==> config.mk <==
export PLATFORM = sky130hd
export DESIGN_NAME = rgb_colours
export DESIGN_NICKNAME = d
export VERILOG_FILES = /design/src/rtl/rgb_colours_pkg.sv /design/src/rtl/rgb_bar_lut.sv /design/src/rtl/rgb_colours.sv
export SDC_FILE = /design/constraint.sdc
export NUM_CORES = 1
export LEC_CHECK = 0
export ABC_AREA = 1
export CORE_ASPECT_RATIO = 1.25
export CORE_MARGIN = 2
export CORE_UTILIZATION = 39
export DETAILED_ROUTE_END_ITERATION = 12
export PLACE_DENSITY = 0.75
export SLEW_MARGIN = 20
export SYNTH_ARGS = -nofsm -noshare
export SYNTH_HDL_FRONTEND = slang
export SYNTH_SLANG_ARGS = --single-unit
export TNS_END_PERCENT = 10
==> constraint.sdc <==
create_clock -name clk -period 0.8 [get_ports clk]
set_clock_uncertainty 0.2 [all_clocks]
set_input_delay 0.16 -clock clk [delete_from_list [all_inputs] [get_ports clk]]
set_output_delay 0.16 -clock clk [all_outputs]
set_load 0.02 [all_outputs]
==> src/rtl/rgb_colours_pkg.sv <==
`default_nettype none
// ============================================================================
//  Module   : rgb_colours_pkg
//  Brief    : Shared geometry constants, bar colour table entries and pixel
//             type for the 800x600 test-pattern generator.
//  Revision : 1.0 - initial release
// ============================================================================
package rgb_colours_pkg;

  // Visible area and pattern band geometry
  localparam int H_VISIBLE    = 800;
  localparam int V_VISIBLE    = 600;
  localparam int BAR_WIDTH    = 100;
  localparam int BAR_END_ROW  = 400;
  localparam int RAMP_END_ROW = 500;
  localparam int CHECK_BIT    = 5;

  // One pixel packed as {R,G,B}, 8 bits per channel
  typedef logic [23:0] pixel_t;

  // Colour bar palette, left to right
  localparam pixel_t COL_WHITE   = 24'hFF_FF_FF;
  localparam pixel_t COL_YELLOW  = 24'hFF_FF_00;
  localparam pixel_t COL_CYAN    = 24'h00_FF_FF;
  localparam pixel_t COL_GREEN   = 24'h00_FF_00;
  localparam pixel_t COL_MAGENTA = 24'hFF_00_FF;
  localparam pixel_t COL_RED     = 24'hFF_00_00;
  localparam pixel_t COL_BLUE    = 24'h00_00_FF;
  localparam pixel_t COL_BLACK   = 24'h00_00_00;

endpackage : rgb_colours_pkg
`default_nettype wire

==> src/rtl/rgb_bar_lut.sv <==
`default_nettype none
// ============================================================================
//  Module   : rgb_bar_lut
//  Brief    : Combinational lookup from 3-bit colour bar index to 24-bit
//             {R,G,B} colour.
//  Revision : 1.0 - initial release
// ============================================================================
module rgb_bar_lut
  import rgb_colours_pkg::*;
(
  input  logic [2:0]  bar_idx,
  output logic [23:0] colour
);

  // Map each bar index onto its palette entry
  always_comb begin
    colour = COL_BLACK;
    case (bar_idx)
      3'd0:    colour = COL_WHITE;
      3'd1:    colour = COL_YELLOW;
      3'd2:    colour = COL_CYAN;
      3'd3:    colour = COL_GREEN;
      3'd4:    colour = COL_MAGENTA;
      3'd5:    colour = COL_RED;
      3'd6:    colour = COL_BLUE;
      default: colour = COL_BLACK;
    endcase
  end

endmodule : rgb_bar_lut
`default_nettype wire

==> src/rtl/rgb_colours.sv <==
`default_nettype none
// ============================================================================
//  Module   : rgb_colours
//  Brief    : Test-pattern pixel generator for the 800x600 VGA path. Colour
//             bars (rows 0-399), grey ramp (rows 400-499) and checkerboard
//             (rows 500-599); black outside the visible area. Registered
//             outputs, one clock of latency.
//  Options  : RGB_COLOURS_GRID_EN - overlay a white grid on the visible area
//  Revision : 1.0 - initial release
// ============================================================================
module rgb_colours
  import rgb_colours_pkg::*;
(
  input  logic        clk,
  input  logic        rst_n,
  input  logic [9:0]  reset_count_rgb,
  input  logic [10:0] count_rgb,
  output logic [7:0]  red_1,
  output logic [7:0]  green_1,
  output logic [7:0]  blue_1
);

  logic        w_visible;
  logic [2:0]  w_bar_idx;
  logic [23:0] w_bar_colour;
  logic [9:0]  w_y_off;
  logic        w_cell;
  logic        w_grid;
  pixel_t      w_pixel;
  pixel_t      r_pixel;

  assign w_visible = (count_rgb < 11'(H_VISIBLE)) && (reset_count_rgb < 10'(V_VISIBLE));

  // Bar index by comparison against multiples of the bar width so the
  // boundaries land exactly on x = 100, 200, ... 700
  always_comb begin
    w_bar_idx = 3'd0;
    for (int k = 1; k < 8; k++) begin
      if (count_rgb >= 11'(BAR_WIDTH * k)) w_bar_idx = 3'(k);
    end
  end

  rgb_bar_lut u_bar_lut (
    .bar_idx (w_bar_idx),
    .colour  (w_bar_colour)
  );

  // Checkerboard is referenced to the top of its band; never negative there
  assign w_y_off = reset_count_rgb - 10'(RAMP_END_ROW);
  assign w_cell  = count_rgb[CHECK_BIT] ^ w_y_off[CHECK_BIT];

`ifdef RGB_COLOURS_GRID_EN
  // Grid lines on every bar boundary plus the right/bottom visible edges
  always_comb begin
    w_grid = (count_rgb == 11'(H_VISIBLE - 1)) ||
             (reset_count_rgb == 10'(V_VISIBLE - 1));
    for (int k = 0; k < 8; k++) begin
      if (count_rgb == 11'(BAR_WIDTH * k)) w_grid = 1'b1;
    end
    for (int k = 0; k < 6; k++) begin
      if (reset_count_rgb == 10'(BAR_WIDTH * k)) w_grid = 1'b1;
    end
  end
`else
  assign w_grid = 1'b0;
`endif

  // Region select: blanking first, then grid overlay, then the row band
  always_comb begin
    w_pixel = COL_BLACK;
    if (!w_visible) begin
      w_pixel = COL_BLACK;
    end else if (w_grid) begin
      w_pixel = COL_WHITE;
    end else if (reset_count_rgb < 10'(BAR_END_ROW)) begin
      w_pixel = w_bar_colour;
    end else if (reset_count_rgb < 10'(RAMP_END_ROW)) begin
      w_pixel = {3{count_rgb[9:2]}};
    end else begin
      w_pixel = w_cell ? COL_BLACK : COL_WHITE;
    end
  end

  // Output register; reset drives black immediately
  always_ff @(posedge clk or negedge rst_n) begin
    if (!rst_n) r_pixel <= COL_BLACK;
    else        r_pixel <= w_pixel;
  end

  assign red_1   = r_pixel[23:16];
  assign green_1 = r_pixel[15:8];
  assign blue_1  = r_pixel[7:0];

endmodule : rgb_colours
`default_nettype wire

==> impl_metrics.csv <==
group,metric,value,unit
grt,grt_pass1_wl,5870,um
setup_path,cp_max_fo,5,
die,rows,22,
placed_design,port_buffers,42,
route,route.detailed.drc,0,
sta,hold_viol_final,24,
cells_and_area,top_register,"r_pixel",
grt,antenna_found_initial,0,
grt,grt_overflow,0,
cells_and_area,final_nets,265,
sta,slew_headroom,79.8,%
job,cap_violations,0,
cells_and_area,drive_gt1_share,68.0,%
hold_path,hold_class,"in2async",
synth,synthDistinctLibCells,24,
status,status,"finished, violations left",
synth,yosysWarnings,0,
route,initialDrtViolationCount,28,
synth,syn_area,1230,um^2
pwr,p_leak,1.17,nW
clocking,tritoncts,"done",
synth,synth_seq_cells,24,
cells_and_area,top_regs,"r_pixel: 24 flops",
sta,finalSetupViolations,48,
synth,synth_top_cell_area_share,48.7,%
grt,grt_pass1_vias,1370,
route,firstDrtPassIters,4,
synth,yosysMostFrequentCell,"nand2_1",
clocking,root_buffer,"clkbuf_4",
synth,syn_avg_cell_area,7.75,um^2
synth,postSynth.asyncResetShare,100,%
sta,fin_crit,1.25,ns
sta,timing.final.crit_share,156,%
synth,synth-edff-count,0,
clocking,cts.sinks,24,
setup_path,worstPathRequired,0.85,ns
route,wl_per_cell,14.4,um
synth,syn-num-nets,182,
synth,yosys-top-cells-area,"dfrtp_1 (49%), nand2_1 (17%), nor2_1 (7.6%)",
setup_path,crit_type,"in2reg",
die,coreArea,2970,um^2
die,num_io_pins,47,
setup_path,startpoint_type,"input pin",
setup_path,critPathLaunch,"reset_count_rgb[5]",
cells_and_area,largest_register_ffs,24,
status,failed_checks,"negative hold slack, negative setup slack",
setup_path,end_kind,"register",
cells_and_area,diodes,0,
die,fp.dieW,54.3,um
pwr,powerDensity,1480,nW/um^2
die,die-area,3630,um^2
cells_and_area,fill_cells,206,
sta,whs,-0.0242,ns
route,drt.antenna.violating_nets,0,
clocking,cts-htree-levels,1,
cells_and_area,syn_to_final_growth,81.1,%
sta,layout_setup_ws,-0.450,ns
clocking,numCtsBuffers,3,
grt,grt_max_degree,25,
sta,tightest_slew,0.302,ns
pwr,ir_worst_vdd,1320,uV
grt,track_usage,22.5,%
sta,clock.fmax,800,MHz
synth,synth-seq-area-share,48.7,%
sta,rsz0062_at_grt,"yes",
placed_design,routabilityCongestion,0.921,
route,dr_total_vias,1422,
placed_design,hpwl,2370,um
sta,final_max_slew_viol_count,0,
synth,synth_cells,159,
die,initial_utilization,41.5,%
clocking,clkTransAtPathRegs,0.12,ns
synth,ys.flop_type,"dfrtp_1",
synth,synth_commonest_cells,"nand2_1 (55), nor2_1 (25), dfrtp_1 (24)",
clocking,clock_path_buffers,2,
route,via_per_inst,5.13,
setup_path,critPathArrivalTime,1.30,ns
placed_design,post-place-ws,-1.24,ns
synth,synth_area_leader_cell,"dfrtp_1",
die,fp.dieH,66.9,um
route,drt-total-wl,3990,um
per-stage QoR:
stage	instances	util [%]	setup TNS, ns	power, mW	area, um^2
floorplan	159	-	-12.27	1.75	1230
global placement	259	63.1	-38.04	2.21	1880
detailed placement	259	63.1	-39.34	2.23	1880
CTS	274	70.2	-19.09	3.18	2090
global route	277	75.1	-21.40	3.47	2230
finish	277	75.1	-19.51	3.30	2230
cells in the final DEF, fill, tap and decap left out, types with 6 or more instances in the layout:
| cell type | instances |
|---|---|
| inv_1 | 6 |
| nor2_2 | 11 |
| nand2_4 | 10 |
| buf_4 | 27 |
| buf_2 | 23 |
| nor2_1 | 11 |
| nand2_2 | 25 |
| dfrtp_1 | 24 |
| buf_6 | 16 |
| nand2_1 | 21 |
| inv_2 | 7 |
| a21oi_2 | 8 |
final timing paths:
check | endpoint | slack [ns] | cells past startpoint
min in group clk | r_pixel[3]$_DFF_PN0_ | 0.19 | 6
setup / recovery | r_pixel[4]$_DFF_PN0_ | -0.45 | 7
max in group asynchronous | r_pixel[12]$_DFF_PN0_ | 0.29 | 2
hold / removal | r_pixel[15]$_DFF_PN0_ | -0.02 | 2
layer usage:
metal | track usage (%) | routed length, um | share of wire, % | vias to the layer above
li1 | - | - | - | 669
met1 | 21.9 | 1290 | 32 | 668
met2 | 43.5 | 2310 | 58 | 68
met3 | 2.24 | 237 | 5.9 | 17
met4 | 12.5 | 145 | 3.6 | 0
met5 | 0 | 0 | 0 | -
cell families (layout without fill, tap and decap cells):
family	count (synthesis)	in the layout	share of synthesized area, %
simple gates	96	96	32.9
flops	24	24	48.7
compound gates	21	21	12.3
buf+inv	17	99	5.38
xor+xnor	1	1	0.711
critical path, stage by stage:
cell and delay, ns:
buf_6 0.09, or2_4 0.25, a31oi_4 0.23, clkinvlp_4 0.24, nand2_2 0.15, nand2_4 0.07
a21oi_2 0.10
where the power goes:
group          leakage (nW)  internal, mW  switching (mW)
logic                 0.816         0.466           0.676
clock network        0.0279         0.507           0.339
registers             0.323          1.30          0.0218
layout make-up:
| cell class | instances | area [um^2] | area share [%] |
|---|---|---|---|
| multi-input combinational | 118 | 842 | 37.7 |
| timing repair buffer | 77 | 611 | 27.4 |
| sequential | 24 | 601 | 26.9 |
| inverter | 17 | 73.8 | 3.31 |
| tap | 36 | 45.0 | 2.02 |
| clock inverter | 1 | 30.0 | 1.35 |
| clock buffer | 3 | 22.5 | 1.01 |
| timing repair inverter | 1 | 7.51 | 0.336 |
what timing repair did:
action	in CTS	in global routing
endpoints found under the setup margin	48	48
endpoints found under the hold margin	24	24
gates cloned	1	0
pin swaps	42	32
buffers inserted	10	3
resized for setup	231	51
Power figures use the tool's default switching activity.
==> RTL change (config.mk and constraints unchanged) <==
Add a define of `RGB_COLOURS_GRID_EN`.
--- a/src/rtl/rgb_colours.sv
+++ b/src/rtl/rgb_colours.sv
@@ -10,2 +10,4 @@
 // ============================================================================
+`define RGB_COLOURS_GRID_EN
+
 module rgb_colours
Formal check against the unedited RTL: not equivalent (a bounded check fails within 4 cycles, from zero or initial values and one cycle with rst_n low).
==> RTL change against the unedited design <==
The run ends with setup timing left. Sequential share of layout area is 7.0 points lower. Power is 1.5% lower. Synthesized area is 57% higher. Non-clock buffer count is 8 higher. Wire length is 36% higher. Cell area is 35% higher. First-iteration DRC count grew to 4.7 times the old value. Sequential cell count stayed put. Setup slack worse by 0.14 ns. Highest routed layer unchanged.
==> RTL change: results (changes against the unedited design) <==
Status
  – Status: finished with violations
  – Violated checks: setup timing

GRT
  – Global Route Usage Sum: 0.201 (-0.0249)
  – Met2 Use GR: 0.404 (-0.0312)
  – GRT met1 Usage: 0.202 (-0.0168)
  – First-pass GRT wire length: 8570 um (+46%)
  – Number of global-route vias before repair: 2,024 (+48%)

Synth
  – Unique cell type count in the Yosys netlist: 29 (+21%)
  – Mux contribution to synthesized area: 0 (unchanged)
  – Syn Nets: 306 (+68%)
  – Synth area leaders: dfrtp_1 (31%), nand2_1 (14%), nor2_1 (8.0%)
  – Post-synthesis compound-gate area fraction: 0.146 (+0.0227)
  – Post-synth top cells: nand2_1 (73), nor2_1 (41), inv_1 (30)
  – Synth Area in XOR/XNOR: 0 (-0.00711)

Placement
  – IO buf count: 46 (+9.5%)
  – HPWL Detailed: 4130 um (+75%)
  – Gpl congestion: 0.961 (+4.4%)

Power
  – Static Leak: 1.50 nW (+29%)
  – Net Switching: 0.00110 W (+6.1%)
  – Worst VDD drop: 0.496 mV (-62%)
  – Clock net power: 0.000657 W (-22%)
  – Logic power comb: 0.00131 W (+15%)

Clocking
  – Worst-path clk slew: 0.07 ns (-0.05 ns)
  – PostCTS Resize Cnt: 262 (+13%)
  – Postcts setup bufs: 6 (-4)

Die
  – Num rows: 28 (+27%)

Routing
  – Vias: 2,112 (+49%)
  – 1st-iter DRT viols: 132 (+370%)

STA
  – Final setup margin: -0.587 ns (-0.136 ns)
  – Setup TNS: -21.27 ns (-1.76 ns)
  – Setup violators final: 48 (unchanged)

Setup path
  – Crit path largest cell delay: 0.20 ns (-0.05 ns)
  – CP max FO: 5 (unchanged)
  – Worst path slowest cell: nor2_4
  – CP arrival: 1.33 ns (+0.03 ns)

Layout
  – NumNets Final: 392 (+48%)
==> RTL change: changes by cell type after synthesis, sizes merged, moves of 4 or more <==
cell   change
nand3      +9
nand4      +4
buf        +5
a21oi     +21
nor3       +4
nand2     +26
inv       +27
nor2      +31
==> RTL change: worst paths after layout <==
path,from,endpoint,slack (ns),cells after the start
hold / removal,rst_n,r_pixel[11]$_DFF_PN0_,0.04,2
max in group asynchronous,rst_n,r_pixel[21]$_DFF_PN0_,0.21,2
setup / recovery,count_rgb[6],r_pixel[2]$_DFF_PN0_,-0.59,12
min in group clk,count_rgb[6],r_pixel[20]$_DFF_PN0_,0.21,5
==> RTL change: area by class of cell <==
| cell class | instances | area, um2 |
|---|---|---|
| clock buffers | 3 | 41.3 |
| inverters | 46 | 194 |
| fillers | 436 | 1740 |
| flip-flops and latches | 24 | 601 |
| well taps | 60 | 75.1 |
| repair buffers | 85 | 727 |
| multi-input cells | 209 | 1390 |
==> RTL change: stage by stage <==
step / std cells / utilization / setup WS, ns / cell area, um2 / power, W
2_1_floorplan: 283 / - / -0.626 / 1960 / 0.00192
3_3_place_gp: 416 / 0.571 / -1.43 / 2720 / 0.00243
3_5_place_dp: 416 / 0.571 / -1.44 / 2720 / 0.00245
4_1_cts: 426 / 0.599 / -0.590 / 2850 / 0.00315
5_1_grt: 427 / 0.635 / -0.651 / 3020 / 0.00343
6_report: 427 / 0.635 / -0.587 / 3020 / 0.00326
==> RTL change: per-layer routing <==
metal / vias up / wire length (um)
met5: - / 0
met4: 0 / 105
met3: 12 / 267
met2: 75 / 3040
met1: 972 / 2000
li1: 1053 / -
==> RTL change: logic make-up after synthesis <==
| kind of cell | after synthesis |
|---|---|
| buffers and inverters | 51 |
| and+or+nand+nor | 167 |
| DFF | 24 |
| AOI/OAI and AO/OA | 41 |
